<file path="config.mk">
export PLATFORM = sky130hd
export DESIGN_NAME = dcache_fill
export DESIGN_NICKNAME = d
export VERILOG_FILES = /design/src/rtl/dcache_fill.sv
export SDC_FILE = /design/constraint.sdc
export NUM_CORES = 1
export LEC_CHECK = 0
export CORE_MARGIN = 10
export CORE_UTILIZATION = 28
export DETAILED_ROUTE_END_ITERATION = 8
export GPL_TIMING_DRIVEN = 0
export PLACE_DENSITY = 0.77
export SYNTH_ARGS = -nofsm -noshare
export SYNTH_HDL_FRONTEND = slang
export SYNTH_SLANG_ARGS = --single-unit
</file>
<file path="constraint.sdc">
create_clock -name clock -period 1.8 [get_ports clock]
set_input_delay 0.18 -clock clock [delete_from_list [all_inputs] [get_ports clock]]
set_output_delay 0.18 -clock clock [all_outputs]
set_load 0.01 [all_outputs]
</file>
<file path="src/rtl/dcache_fill.sv">
// rtl/dcache_fill.sv - data cache line fill engine
// Fetches a 64-byte line on a miss, streams its beats into the data array, then installs the tag.
module dcache_fill (
  input  logic        clock,
  input  logic        reset,
  input  logic        lookup2fill_valid,
  input  logic [63:0] lookup2fill_addr,
  output logic        fill2lookup_ready,
  output logic        fill2lookup_done,
  output logic [2:0]  fill2lookup_way,
  output logic        fill2mem_req_valid,
  input  logic        mem2fill_req_ready,
  output logic [63:0] fill2mem_req_addr,
  input  logic        mem2fill_resp_valid,
  input  logic        mem2fill_resp_last,
  input  logic [63:0] mem2fill_resp_data,
  output logic        fill2mem_resp_ready,
  output logic        fill2data_array_valid,
  output logic [5:0]  fill2data_array_index,
  output logic [2:0]  fill2data_array_way,
  output logic [2:0]  fill2data_array_offset,
  output logic [63:0] fill2data_array_wdata,
  input  logic        lookup2tag_array_valid,
  output logic        fill2tag_array_valid,
  output logic [5:0]  fill2tag_array_index,
  output logic [2:0]  fill2tag_array_way,
  output logic [43:0] fill2tag_array_wdata
);

  typedef enum logic [2:0] {IDLE, REQ, RECV, TAG, DONE} state_t;

  state_t      state;
  logic [63:6] addr_q;
  logic [2:0]  way_q;
  logic [2:0]  rr_q;
  logic [2:0]  beat_q;
  logic        beat_fire;
  logic        unused_addr_bits;

  // Line offset bits never matter: the whole line is fetched.
  assign unused_addr_bits = ^lookup2fill_addr[5:0];

  always_ff @(posedge clock or posedge reset) begin
    if (reset) begin
      state  <= IDLE;
      addr_q <= '0;
      way_q  <= 3'd0;
      rr_q   <= 3'd0;
      beat_q <= 3'd0;
    end else begin
      case (state)
        IDLE: begin
          if (lookup2fill_valid) begin
            addr_q <= lookup2fill_addr[63:6];
            way_q  <= rr_q;
            beat_q <= 3'd0;
            state  <= REQ;
          end
        end
        REQ: begin
          if (mem2fill_req_ready) state <= RECV;
        end
        RECV: begin
          // The last marker ends the burst whatever the count; the counter simply wraps.
          if (mem2fill_resp_valid) begin
            if (mem2fill_resp_last) begin
              beat_q <= 3'd0;
              state  <= TAG;
            end else begin
              beat_q <= beat_q + 3'd1;
            end
          end
        end
        TAG: begin
          if (!lookup2tag_array_valid) state <= DONE;
        end
        DONE: begin
          rr_q  <= rr_q + 3'd1;
          state <= IDLE;
        end
        default: state <= IDLE;
      endcase
    end
  end

  assign beat_fire = (state == RECV) && mem2fill_resp_valid;

  assign fill2lookup_ready   = (state == IDLE);
  assign fill2lookup_done    = (state == DONE);
  assign fill2lookup_way     = (state == DONE) ? way_q : 3'd0;

  assign fill2mem_req_valid  = (state == REQ);
  assign fill2mem_req_addr   = {addr_q, 6'b0};
  assign fill2mem_resp_ready = (state == RECV);

  assign fill2data_array_valid  = beat_fire;
  assign fill2data_array_index  = addr_q[11:6];
  assign fill2data_array_way    = way_q;
  assign fill2data_array_offset = beat_q;
  assign fill2data_array_wdata  = beat_fire ? mem2fill_resp_data : 64'd0;

  // Tag write yields to a lookup read of the tag array in the same cycle.
  assign fill2tag_array_valid = (state == TAG) && !lookup2tag_array_valid;
  assign fill2tag_array_index = addr_q[11:6];
  assign fill2tag_array_way   = way_q;
  assign fill2tag_array_wdata = (state == TAG) ? {1'b1, 1'b0, addr_q[53:12]} : 44'd0;

endmodule
</file>
== Word level (Yosys, flattened, before mapping) ==
Index checks and enable logic that the tools add are counted.

* Mux-type cells: 13
* $add $sub $neg: 2
* Equality and inequality tests: 9
* Reductions and logical operators: 8

{| class="wikitable"
|+ Operators by type and width
! kind !! number
|-
| 64-bit 2-to-1 mux || 1
|-
| 44-bit 2-to-1 mux || 1
|-
| 3-bit 2-to-1 mux || 9
|-
| 3-bit one-hot mux with 4 select lines || 1
|-
| 2-bit inequality test (second input constant) || 4
|-
| 3-bit by 1-bit adder with 3-bit output (second input constant) || 2
|-
| 3-bit by 2-bit equality test with 1-bit output (second input constant) || 2
|-
| 3-bit one-hot mux with 2 select lines || 1
|-
| 5-bit AND reduction || 1
|-
| 3-bit by 1-bit equality test with 1-bit output (second input constant) || 1
|-
| 3-bit equality test (second input constant) || 1
|-
| 3-bit logical NOT || 1
|-
| 3-bit AND reduction || 1
|-
| 1-bit logical AND || 2
|-
| 2-bit by 1-bit inequality test with 1-bit output (second input constant) || 1
|-
| 2-bit AND reduction || 1
|-
| 2-bit nonzero test || 1
|-
| 1-bit logical NOT || 1
|}

* Register bits: 70
* Input bits: 135

== Longest topological paths before layout ==
* Depth in word-level cells: 4
* Gate-level depth with buffers: 5

== Worst setup path after synthesis ==
No wires, ideal clock.

* Kind: reg2reg
* From: register state[0]
* To: register addr_q[18] in the netlist's numbering
* Data required time: 1.675 ns
* Cell stages (with the launch flop): 5
* Arrival: 1.552 ns
* Setup slack: 0.123 ns
* Clock period less this slack: 1.677 ns
* Buffers on the path: 2
* Setup time: 0.125 ns
* Path through: dfrtp_1 buf_6 nor4b_4 buf_6 mux2_2

* Word-level cells in the longest chain between the ends: 2

{| class="wikitable"
|+ Ends and longest elaborated chain
! element !! RTL line !! RTL
|-
| start: declaration || 32 || <nowiki>state_t state;</nowiki>
|-
| start signal: assignment || 45 || <nowiki>state <= IDLE;</nowiki>
|-
| start signal: assignment || 57 || <nowiki>state <= REQ;</nowiki>
|-
| start signal: assignment || 61 || <nowiki>if (mem2fill_req_ready) state <= RECV;</nowiki>
|-
| 3-bit logical NOT || 51 || <nowiki>case (state)</nowiki>
|-
| 2-bit AND reduction (no source line) || n/a ||
|-
| end signal: assignment || 54 || <nowiki>addr_q <= lookup2fill_addr[63:6];</nowiki>
|-
| end: declaration || 33 || <nowiki>logic [63:6] addr_q;</nowiki>
|}

No other way between the ends.
A chain may end at the register's enable or synchronous reset.

== Final worst setup path ==
* From: register state[2]
* To: output fill2data_array_wdata[33]

* Word-level cells in the longest chain between the ends: 3

{| class="wikitable"
|+ Ends and longest elaborated chain
! element !! RTL line !! RTL
|-
| 3-bit by 2-bit equality test with 1-bit output || 86 || <nowiki>assign beat_fire = (state == RECV) && mem2fill_resp_valid;</nowiki>
|-
| 1-bit logical AND || 86 ||
|-
| 64-bit 2-to-1 mux || 100 || <nowiki>assign fill2data_array_wdata = beat_fire ? mem2fill_resp_data : 64'd0;</nowiki>
|-
| end: declaration || 22 || <nowiki>output logic [63:0] fill2data_array_wdata,</nowiki>
|}

No other way between the ends.

==> run_results.csv <==
group,metric,value,unit
drt,vias_per_cell,4.414,
status,violations,"negative setup slack",
drt,drc,0,
synthesis,synthAdderAreaFrac,0.6796,%
die,pin_count,337,
clocking,cts_max_path_buffers,2,
cells_and_area,fillers,890,
worst_setup_path,r2r-end,"addr_q[52]$_DFFE_PP0P_",
sta,maxSlewHeadroom,46.29,%
die,die_area,0.01814,sq mm
clocking,cts_inserted_buffers,9,
power_and_ir_drop,powerDensity,1598,mW/mm^2
sta,hold_violations,0,
drt,drt_iter0_markers,144,
sta,worst_slack,-0.1402,ns
synthesis,ys_ff_latch,70,
global_route,grt_max_degree,37,
clocking,path_clk_slew,0.06,ns
worst_setup_path,critical_path_class,"reg -> out",
global_route,grt.overflow.total,0,
die,start_util,28.83,%
worst_setup_path,cp.required,1.62,ns
worst_setup_path,timing.rr.start,"state[2]$_DFFE_PP0P_",
clocking,clock_sinks,70,
sta,timing.fmax,515.4,MHz
worst_hold_path,hold_path.class,"in -> async",
sta,holdWs,0.3456,ns
synthesis,synth_xor_area_share,0.4757,%
place,numPortBuffers,323,
synthesis,synth-simple-area-share,22.02,%
synthesis,synthesis.area,0.003682,sq mm
drt,ant_nets,0,
cells_and_area,area_growth,131.8,%
synthesis,synth_cell_types,30,
power_and_ir_drop,ir_drop,939.1,uV
drt,wl,18700,microns
synthesis,post_synth_mux_area_share,19.23,%
synthesis,syn_avg_cell_area,11.58,sq um
sta,tns,-10.25,ns
synthesis,synth-compound-area-share,1.427,%
sta,tightest_slew,0.8039,ns
global_route,antenna_found_initial,1,
synthesis,yosys_warnings,0,
worst_setup_path,reg2regPathDepth,6,
drt,via_count,3853,
global_route,track_usage,18.01,%
power_and_ir_drop,p_leak,3.967,nW
worst_setup_path,endpoint_kind,"primary output",
clocking,cts_htree_levels,3,
cells_and_area,multi_input_area,0.002027,sq mm
clocking,clk_latency,0.33,ns
cells_and_area,final_nets,832,
synthesis,synth_top_family_by_area,"simple AND/OR/NAND/NOR gates",
global_route,grt_pass1_vias,4163,
clocking,cts_tree,"done",
sta,setup_viol,106,
die,dieWidth,134.7,microns
place,gp_congestion,0.7798,
die,die_y,134.7,microns
worst_setup_path,worst-path-max-fanout,7,
global_route,grt_pass1_wl,24950,microns
sta,slew_violations,0,
sta,rsz0062_at_grt,"true",
synthesis,yosysTopAreaCell,"dfrtp_1",
worst_setup_path,rrSetupSlack,0.02,ns
cells_and_area,drive_gt1_share,51.71,%
synthesis,syn-instance-count,318,
cells_and_area,ff_latch_area,0.001752,sq mm
clocking,root_buffer,"clkbuf_16",
synthesis,yosys.area.top_type_share,47.57,%
worst_setup_path,worstSetupStartpointType,"flip-flop",
die,rows,41,
die,core_area,0.01277,sq mm
sta,clock_skew,0.008262,ns
synthesis,ys_top_cells_by_area,"dfrtp_1 (48%), and2_1 (19%), mux2_2 (17%)",
place,hpwl,14100,microns
sta,fin_crit_sh,107.8,%
drt,drtPass1Iterations,4,
sta,period_minus_slack,1.940,ns
drt,wl_per_cell,21.42,microns
flow_run,cap_violations,0,
synthesis,yosysSeqAreaShare,47.57,%
worst_setup_path,critPathArrivalTime,1.76,ns
clocking,hold_buffers,0,
status,status,"finished, violations left",
## Yosys cell counts
| cell | instances |
|---|---|
| a21oi_1 | 2 |
| a221oi_1 | 1 |
| a22o_1 | 1 |
| a32o_1 | 2 |
| and2_1 | 109 |
| and3b_1 | 1 |
| and4bb_2 | 1 |
| buf_2 | 4 |
| buf_4 | 22 |
| buf_6 | 7 |
| clkbuf_1 | 10 |
| conb_1 | 1 |
| dfrtp_1 | 70 |
| ha_1 | 2 |
| inv_1 | 3 |
| mux2_1 | 7 |
| mux2_2 | 55 |
| mux2i_1 | 1 |
| nand2_1 | 3 |
| nand2b_1 | 1 |
| nand3_1 | 1 |
| nor2_1 | 3 |
| nor2b_1 | 2 |
| nor3_1 | 2 |
| nor3b_1 | 2 |
| nor3b_2 | 1 |
| nor4b_4 | 1 |
| o21ai_0 | 1 |
| xnor2_1 | 1 |
| xor2_1 | 1 |
## what timing repair did
action,CTS,global route
cloned,8,4
pin swaps,49,12
setup buffers,17,9
resized for setup,583,180
endpoints found under the setup margin,180,111
## area by class of cell
class / instances / area share, %
Timing Repair Buffer: 361 / 43.46
Multi-Input combinational cell: 208 / 23.74
Sequential cell: 70 / 20.52
Buffer: 42 / 5.760
Clock buffer: 11 / 2.843
Tap cell: 172 / 2.521
Clock inverter: 5 / 0.9527
Inverter: 3 / 0.1759
Antenna cell: 1 / 0.02931
## cell families after synthesis
| group | count (synthesis) |
|---|---|
| other | 1 |
| muxes | 63 |
| AOI/OAI and AO/OA | 7 |
| adders and majority gates | 2 |
| DFF | 70 |
| and+or+nand+nor | 127 |
| buffers and inverters | 46 |
| xor gates and xnor gates | 2 |
## power breakdown
part / total, mW / switching [mW] / internal [mW]
Sequential: 3.08 / 0.706 / 2.37
Combinational: 8.66 / 3.05 / 5.61
Clock: 1.91 / 0.655 / 1.25
## worst max-delay path, cell delays in order (launching register included)
cell	delay, ns
dfrtp_1	0.37
buf_6	0.13
and4bb_4	0.42
clkbuf_8	0.16
buf_4	0.10
and2_1	0.11
buf_2	0.13
## per-layer routing
layer	vias to the layer above	track usage (%)	wire length, microns
li1	1769	-	-
met1	1864	15.61	5949
met2	203	34.84	10360
met3	17	8.976	2068
met4	0	5.623	322
met5	-	0	0
## worst max-delay path by stage
stage	from	endpoint	slack [ns]	cells after the start
4_1_cts	state[0]$_DFFE_PP0P_	fill2mem_resp_ready	-0.23	3
5_1_grt	state[2]$_DFFE_PP0P_	fill2data_array_wdata[5]	-0.21	6
6_report	state[2]$_DFFE_PP0P_	fill2data_array_wdata[33]	-0.14	6
3_5_place_dp	state[1]$_DFFE_PP0P_	fill2tag_array_wdata[9]	-0.80	6
2_1_floorplan	state[0]$_DFFE_PP0P_	addr_q[18]$_DFFE_PP0P_	0.12	4
3_3_place_gp	state[1]$_DFFE_PP0P_	fill2tag_array_wdata[28]	-0.77	6
## flip-flops by register name, summed over array words and instances (netlist names)
register	count
addr_q	58
fill2data_array_offset	3
fill2data_array_way	3
rr_q	3
state	3
## per-stage QoR
stage / std cells / utilization, % / setup WS (ns) / power, mW / cell area (sq um)
after global routing: 873 / 66.83 / -0.2126 / 14.35 / 8537
after detailed placement: 820 / 56.19 / -0.7986 / 9.718 / 7177
after floorplan: 324 / - / 0.1229 / 5.736 / 3709
final: 873 / 66.83 / -0.1402 / 13.65 / 8537
after CTS: 860 / 61.00 / -0.2349 / 12.11 / 7791
after global placement: 819 / 56.03 / -0.7671 / 9.570 / 7157
## placed cells by master, fill, tap and decap left out, types with 14 or more instances in the layout
cell,count
and2_1,21
and2_4,88
buf_2,14
buf_4,47
buf_6,97
buf_8,14
clkbuf_16,14
clkdlybuf4s50_1,207
dfrtp_1,70
mux2_2,23
mux2_4,38
Power figures use the tool's default switching activity.
